==> src/rtl/cmsdk_mcu_mtx_arb_rr_pkg.sv <==
// Shared definitions for the MCU bus-matrix output stages: AHB encodings,
// arbiter state type and fixed-length burst beat counts.
package cmsdk_mcu_mtx_pkg;

  typedef enum logic [1:0] {
    HTRANS_IDLE   = 2'b00,
    HTRANS_BUSY   = 2'b01,
    HTRANS_NONSEQ = 2'b10,
    HTRANS_SEQ    = 2'b11
  } htrans_t;

  typedef enum logic [2:0] {
    HBURST_SINGLE = 3'b000,
    HBURST_INCR   = 3'b001,
    HBURST_WRAP4  = 3'b010,
    HBURST_INCR4  = 3'b011,
    HBURST_WRAP8  = 3'b100,
    HBURST_INCR8  = 3'b101,
    HBURST_WRAP16 = 3'b110,
    HBURST_INCR16 = 3'b111
  } hburst_t;

  typedef enum logic [1:0] {
    ARB   = 2'b00,
    LOCK  = 2'b01,
    BURST = 2'b10
  } arb_state_t;

  // Counts are SEQ beats remaining after the NONSEQ beat.
  localparam logic [3:0] BEATS_4  = 4'd3;
  localparam logic [3:0] BEATS_8  = 4'd7;
  localparam logic [3:0] BEATS_16 = 4'd15;

  function automatic logic [3:0] burst_beats(input logic [2:0] hburst);
    logic [3:0] beats;
    beats = 4'd0;
    case (hburst)
      HBURST_WRAP4,  HBURST_INCR4:  beats = BEATS_4;
      HBURST_WRAP8,  HBURST_INCR8:  beats = BEATS_8;
      HBURST_WRAP16, HBURST_INCR16: beats = BEATS_16;
      default:                      beats = 4'd0;
    endcase
    return beats;
  endfunction

endpackage

==> src/rtl/cmsdk_mcu_mtx_arb_rr_if.sv <==
// Output-stage arbitration bundle: per-port requests and output-port transfer
// status in, address mux select and no-port indication out.
interface cmsdk_mcu_mtx_arb_rr_if #(
  parameter int NUM_PORTS = 4,
  parameter int PORT_W    = 2
);

  logic [NUM_PORTS-1:0] req_port;
  logic                 HREADYM;
  logic                 HSELM;
  logic [1:0]           HTRANSM;
  logic [2:0]           HBURSTM;
  logic                 HMASTLOCKM;
  logic [PORT_W-1:0]    addr_in_port;
  logic                 no_port;

  modport master (
    output req_port, HREADYM, HSELM, HTRANSM, HBURSTM, HMASTLOCKM,
    input  addr_in_port, no_port
  );

  modport slave (
    input  req_port, HREADYM, HSELM, HTRANSM, HBURSTM, HMASTLOCKM,
    output addr_in_port, no_port
  );

endinterface

==> src/rtl/cmsdk_mcu_mtx_rr_pick.sv <==
// Combinational rotating search: first set request after last_grant, wrapping.
// Shared by any output stage that needs round-robin selection.
module cmsdk_mcu_mtx_rr_pick #(
  parameter int NUM_PORTS = 4,
  parameter int PORT_W    = 2
) (
  input  logic [NUM_PORTS-1:0] req,
  input  logic [PORT_W-1:0]    last_grant,
  output logic [PORT_W-1:0]    winner,
  output logic                 valid
);

  logic [PORT_W-1:0] idx;

  // Offsets 1..NUM_PORTS so the previous winner is visited last.
  always_comb begin
    winner = '0;
    valid  = 1'b0;
    idx    = '0;
    for (int k = 1; k <= NUM_PORTS; k++) begin
      idx = PORT_W'((int'(last_grant) + k) % NUM_PORTS);
      if (!valid && req[idx]) begin
        winner = idx;
        valid  = 1'b1;
      end
    end
  end

endmodule

==> src/rtl/cmsdk_mcu_mtx_arb_rr.sv <==
// Round-robin output-stage arbiter with lock hold and, when
// CMSDK_MTX_ARB_BURST_HOLD_EN is defined, fixed-length burst hold.
module cmsdk_mcu_mtx_arb_rr
  import cmsdk_mcu_mtx_pkg::*;
#(
  parameter int NUM_PORTS = 4,
  parameter int PORT_W    = 2
) (
  input logic                   HCLK,
  input logic                   HRESETn,
  cmsdk_mcu_mtx_arb_rr_if.slave bus
);

  arb_state_t        state, state_nxt;
  logic [PORT_W-1:0] last_grant, last_grant_nxt;
  logic [PORT_W-1:0] addr_q, addr_nxt;
  logic              no_port_q, no_port_nxt;
  logic              rearb;
  logic [PORT_W-1:0] pick_winner;
  logic              pick_valid;

`ifdef CMSDK_MTX_ARB_BURST_HOLD_EN
  logic [3:0] beat_cnt, beat_cnt_nxt;
  logic       burst_start;

  assign burst_start = bus.HSELM && (bus.HTRANSM == HTRANS_NONSEQ) &&
                       (burst_beats(bus.HBURSTM) != 4'd0);
`else
  logic unused_burst_ok;
  assign unused_burst_ok = ^{bus.HTRANSM, bus.HBURSTM};
`endif

  cmsdk_mcu_mtx_rr_pick #(
    .NUM_PORTS (NUM_PORTS),
    .PORT_W    (PORT_W)
  ) u_pick (
    .req        (bus.req_port),
    .last_grant (last_grant),
    .winner     (pick_winner),
    .valid      (pick_valid)
  );

  // rearb marks an edge where the next owner is chosen; every other path holds.
  always_comb begin
    state_nxt      = state;
    addr_nxt       = addr_q;
    no_port_nxt    = no_port_q;
    last_grant_nxt = last_grant;
    rearb          = 1'b0;
`ifdef CMSDK_MTX_ARB_BURST_HOLD_EN
    beat_cnt_nxt   = beat_cnt;
`endif

    if (bus.HMASTLOCKM) begin
      state_nxt = LOCK;
`ifdef CMSDK_MTX_ARB_BURST_HOLD_EN
      beat_cnt_nxt = 4'd0;
`endif
    end else begin
      case (state)
        LOCK: rearb = 1'b1;
`ifdef CMSDK_MTX_ARB_BURST_HOLD_EN
        BURST: begin
          if (bus.HTRANSM == HTRANS_SEQ) begin
            if (beat_cnt > 4'd1) begin
              beat_cnt_nxt = beat_cnt - 4'd1;
            end else begin
              beat_cnt_nxt = 4'd0;
              rearb        = 1'b1;
            end
          end else if (bus.HTRANSM == HTRANS_BUSY) begin
            beat_cnt_nxt = beat_cnt;
          end else begin
            beat_cnt_nxt = 4'd0;
            rearb        = 1'b1;
          end
        end
`endif
        default: rearb = 1'b1;
      endcase
    end

    if (rearb) begin
      state_nxt = ARB;
`ifdef CMSDK_MTX_ARB_BURST_HOLD_EN
      if (burst_start) begin
        state_nxt    = BURST;
        beat_cnt_nxt = burst_beats(bus.HBURSTM);
        no_port_nxt  = 1'b0;
      end else
`endif
      if (pick_valid) begin
        addr_nxt       = pick_winner;
        last_grant_nxt = pick_winner;
        no_port_nxt    = 1'b0;
      end else begin
        no_port_nxt = !bus.HSELM;
      end
    end
  end

  // Everything advances only on edges that complete an output transfer.
  always_ff @(posedge HCLK or negedge HRESETn) begin
    if (!HRESETn) begin
      state      <= ARB;
      addr_q     <= '0;
      no_port_q  <= 1'b1;
      last_grant <= PORT_W'(NUM_PORTS - 1);
`ifdef CMSDK_MTX_ARB_BURST_HOLD_EN
      beat_cnt   <= 4'd0;
`endif
    end else if (bus.HREADYM) begin
      state      <= state_nxt;
      addr_q     <= addr_nxt;
      no_port_q  <= no_port_nxt;
      last_grant <= last_grant_nxt;
`ifdef CMSDK_MTX_ARB_BURST_HOLD_EN
      beat_cnt   <= beat_cnt_nxt;
`endif
    end
  end

  assign bus.addr_in_port = addr_q;
  assign bus.no_port      = no_port_q;

endmodule

==> src/flat_wrapper.sv <==
// flat-port wrapper written by rule: the top's interface ports become plain ports
module cmsdk_mcu_mtx_arb_rr_flat import cmsdk_mcu_mtx_pkg::*;
#(
  parameter int NUM_PORTS = 4,
  parameter int PORT_W    = 2
)
  (HCLK, HRESETn, bus_req_port, bus_HREADYM, bus_HSELM, bus_HTRANSM, bus_HBURSTM, bus_HMASTLOCKM, bus_addr_in_port, bus_no_port);
  cmsdk_mcu_mtx_arb_rr_if #(.NUM_PORTS(NUM_PORTS), .PORT_W(PORT_W)) bus_i ();
  input logic HCLK;
  input logic HRESETn;
  input wire logic [$bits(bus_i.req_port)-1:0] bus_req_port;
  input wire logic [$bits(bus_i.HREADYM)-1:0] bus_HREADYM;
  input wire logic [$bits(bus_i.HSELM)-1:0] bus_HSELM;
  input wire logic [$bits(bus_i.HTRANSM)-1:0] bus_HTRANSM;
  input wire logic [$bits(bus_i.HBURSTM)-1:0] bus_HBURSTM;
  input wire logic [$bits(bus_i.HMASTLOCKM)-1:0] bus_HMASTLOCKM;
  output wire logic [$bits(bus_i.addr_in_port)-1:0] bus_addr_in_port;
  output wire logic [$bits(bus_i.no_port)-1:0] bus_no_port;
  assign bus_i.req_port = bus_req_port;
  assign bus_i.HREADYM = bus_HREADYM;
  assign bus_i.HSELM = bus_HSELM;
  assign bus_i.HTRANSM = bus_HTRANSM;
  assign bus_i.HBURSTM = bus_HBURSTM;
  assign bus_i.HMASTLOCKM = bus_HMASTLOCKM;
  assign bus_addr_in_port = bus_i.addr_in_port;
  assign bus_no_port = bus_i.no_port;
  cmsdk_mcu_mtx_arb_rr #(.NUM_PORTS(NUM_PORTS), .PORT_W(PORT_W)) u_core (.HCLK(HCLK), .HRESETn(HRESETn), .bus(bus_i));
endmodule
==> config.mk <==
export PLATFORM = sky130hd
export DESIGN_NAME = cmsdk_mcu_mtx_arb_rr_flat
export DESIGN_NICKNAME = d
export VERILOG_FILES = /design/src/rtl/cmsdk_mcu_mtx_arb_rr_pkg.sv /design/src/rtl/cmsdk_mcu_mtx_arb_rr_if.sv /design/src/rtl/cmsdk_mcu_mtx_rr_pick.sv /design/src/rtl/cmsdk_mcu_mtx_arb_rr.sv /design/src/flat_wrapper.sv
export SDC_FILE = /design/constraint.sdc
export NUM_CORES = 1
export LEC_CHECK = 0
export BUFFER_PORTS_ARGS = -buffer_cell sky130_fd_sc_hd__buf_2
export CORE_AREA = 2 2 39 41
export DETAILED_ROUTE_END_ITERATION = 8
export DIE_AREA = 0 0 41 43
export PLACE_DENSITY = 0.48
export SYNTH_ARGS = -nofsm -noshare
export SYNTH_HDL_FRONTEND = slang
export SYNTH_HIERARCHICAL = 1
export SYNTH_SLANG_ARGS = --single-unit
==> constraint.sdc <==
create_clock -name HCLK -period 1.8 [get_ports HCLK]
set_input_delay 0.36 -clock HCLK [delete_from_list [all_inputs] [get_ports HCLK]]
set_output_delay 0.36 -clock HCLK [all_outputs]
set_load 0.02 [all_outputs]
==> impl_results.md <==
* Clock Tree Root: clkbuf_4
* Total GRT Usage at 9.67%
* Layout net count at 58
* Async set or reset register ratio after synthesis at 100%
* Setup TNS at 0 ns
* Worst hold slack at between 0.4 and 0.5 ns
* Final count of hold timing violations at 0
* HP Class: input port to asynchronous set/reset pin
* Utilization after layout at between 30% and 40%
* # setup viols final at 0
* Area growth syn-to-layout at 34.1%
* Width of the die at just over 40 µm
* 1st-pass router iterations at 4
* P_sw at 188 µW
* Relative slew margins at around 86%
* DRC viols at 0
* Placed Instances at 54
* GRT overflow at 0
* Synth top area cells: dfstp_2, mux2_4, dfrtp_1, nand3b_4, nand2b_1
* Max-Cap Viols at 0
* Top cells by count, synth: mux2_4, dfstp_2, nand2b_1, nor2_1
* TritonCTS clock tree: yes
* CP max stage delay at 0.58 ns
* DP Area at 402 µm²
* Routed wire length at around 650 µm
* Die Y-Extent at between 40 and 50 µm
* Worst setup SP type: flop
* VDD IR max at 0.000652 V
* Vias in the first global route at approximately 290
* Reg2reg path depth at 3
* Fmax at 0.722 GHz
* Antenna diodes at 0
* Synth top area share at between 20% and 30%
* Most numerous cell in the Yosys netlist: mux2_4
* Clock buffer depth at 2
* CTS resizes at 0
* EDFF count, synth at 0
* Syn. warnings at 6
* Initial Utilization at 23.6%
* Rows at 14
* Main flop type after synthesis: dfstp_2
* Dpl hpwl at 515 µm
* Crit-path cells: mux2i_1 -> o221ai_2 -> mux2_4
* Routed vias at 261
* Core region area at 1380 µm²
* Pleak at between 0.0002 and 0.00025 µW
* CP arrival at 1.50 ns
* Post-route ant nets at 0
* Switching share of total power at 32.6%
* Share of layout cells above drive strength 1 at 58.1%
* Sequential fraction of the synthesis area at 39.5%
* Initial antenna violation count at 0
* Worst Max-Slew Pin Slew at 0.199 ns
* Crit. End Element: flop
* Per-cell routed wire length at around 11 µm
* Outcome: complete, no violations
* Initial drt markers at 6
* Cell taking the most area after synthesis: dfstp_2
* Htree depth at 1
* Syn Area/Cell at about 12 µm²
* Fin. max-slew vios at 0
* Critical Path RT at 1.91 ns
* GPL Wtd Cong at 0.706
* RSZ-0062 raised after global routing: false
* Syn Inst Count at 27
* Post-synthesis mux area share at 26.1%
* CP Class: flop to flop
* Unique cell type count in the Yosys netlist at 14
* Min cycle time layout at 1.39 ns
* # clock sinks at 5
* I/O Buffers at 11
* Synth Cell Area at 327 µm²
* Clk pwr share at 21.8%
* Largest net degree at the start of global routing at 8
* Final cell count without fillers at 59
* Vias per Instance at between 4 and 5
* Pwr dens at 1320 nW/µm²
* Simple-gate share of the synthesized area at 21.1%
* Period utilization at 77.0%
* Synth Area in Compound Gates at 12.3%
* Worst Skew at 0.00438 ns
* Crit path max-delay cell type: dfstp_2
* Largest family of logic cells by synthesized area: multiplexers
* Clk pin slew, worst setup/hold paths at ~0.040 ns
* Flops & latches, synth at 5
* XOR/XNOR Fraction of Synth Area at 0%
* Number of buffers created by CTS at 3
* Fin area at between 400 and 500 µm²
* Sequential power share at between 30% and 40%
* Logic pwr share at 39.0%
* Die area at approximately 1800 µm²
* First-pass GRT wire length at approximately 1100 µm
* Syn Nets at slightly above 40
* CP max FO at 7
* Clk_lat worst skew at 0.24 ns
* Adder and majority gate portion of the synthesized area at 0%
* Pint at about 390 µW
* Ports at 17
power by group through the flow:
stage	registers, µW	clock network (µW)	logic (µW)
floorplan	245	0	139
global placement	222	0	218
detailed placement	227	0	223
CTS	226	132	227
global route	235	141	242
finish	226	126	225
area by class of cell:
cell class	instances	area, µm²
repair buffers	12	65.1
multi-input cells	21	194
clock buffers	4	26.3
fillers	143	946
well taps	16	20.0
flip-flops and latches	5	129
inverters	1	3.75
worst max-delay path: cells and delay by family (launching register included):
kind | cells | cell delay (ns)
compound gates | 1 | 0.15
flops | 1 | 0.58
mux | 2 | 0.54
cells in the final DEF, fill, tap and decap left out, drive strengths merged, types with 2 or more instances in the layout:
cell type | netlist | final
nor2 | 3 | 3
nand2b | 3 | 3
dfstp | 3 | 3
clkbuf | 0 | 4
dfrtp | 2 | 2
buf | 0 | 11
a21oi | 3 | 3
mux2 | 5 | 5
and2b | 2 | 2
what timing repair did:
item | CTS | global route
hold buffers | 1 | 0
endpoints found under the hold margin | 2 | 0
buffers inserted | 0 | 0
endpoints found under the setup margin | 0 | 0
per-stage QoR:
step / power [µW] / worst slack (ns)
2_1_floorplan: 383 / 0.528
3_3_place_gp: 440 / 0.475
3_5_place_dp: 451 / 0.432
4_1_cts: 585 / 0.415
5_1_grt: 619 / 0.369
6_report: 577 / 0.415
kinds of logic (layout without fill, tap and decap cells):
family          after synthesis  in the layout
flops                         5              5
compound gates                5              5
buf+inv                       1             17
mux                           6              6
simple gates                 10             10
registers in the layout, summed over array words and instances, names as in the netlist:
signal	count
u_core/bus.no_port	1
u_core/bus.addr_in_port	2
u_core/last_grant	2
final timing paths:
path | slack [ns] | end | from
worst max-delay path | 0.41 | u_core/bus.addr_in_port[0] | u_core/last_grant[1]
worst max register to register | 0.41 | u_core/bus.addr_in_port[0] | u_core/last_grant[1]
worst min register to register | 0.51 | u_core/bus.addr_in_port[0] | u_core/bus.addr_in_port[0]
min in group HCLK | 0.47 | u_core/bus.no_port | bus_HSELM
max in group asynchronous | 1.12 | u_core/last_grant[0] | HRESETn
worst min-delay path | 0.46 | u_core/bus.addr_in_port[1] | HRESETn
per-layer routing:
metal / vias up / routed length [µm] / GRT usage, %
met5: - / 0 / 0
met4: 0 / 0 / 6.00
met3: 0 / 19 / 3.14
met2: 5 / 376 / 15.3
met1: 130 / 254 / 10.4
li1: 126 / - / -
Power figures use the tool's default switching activity.
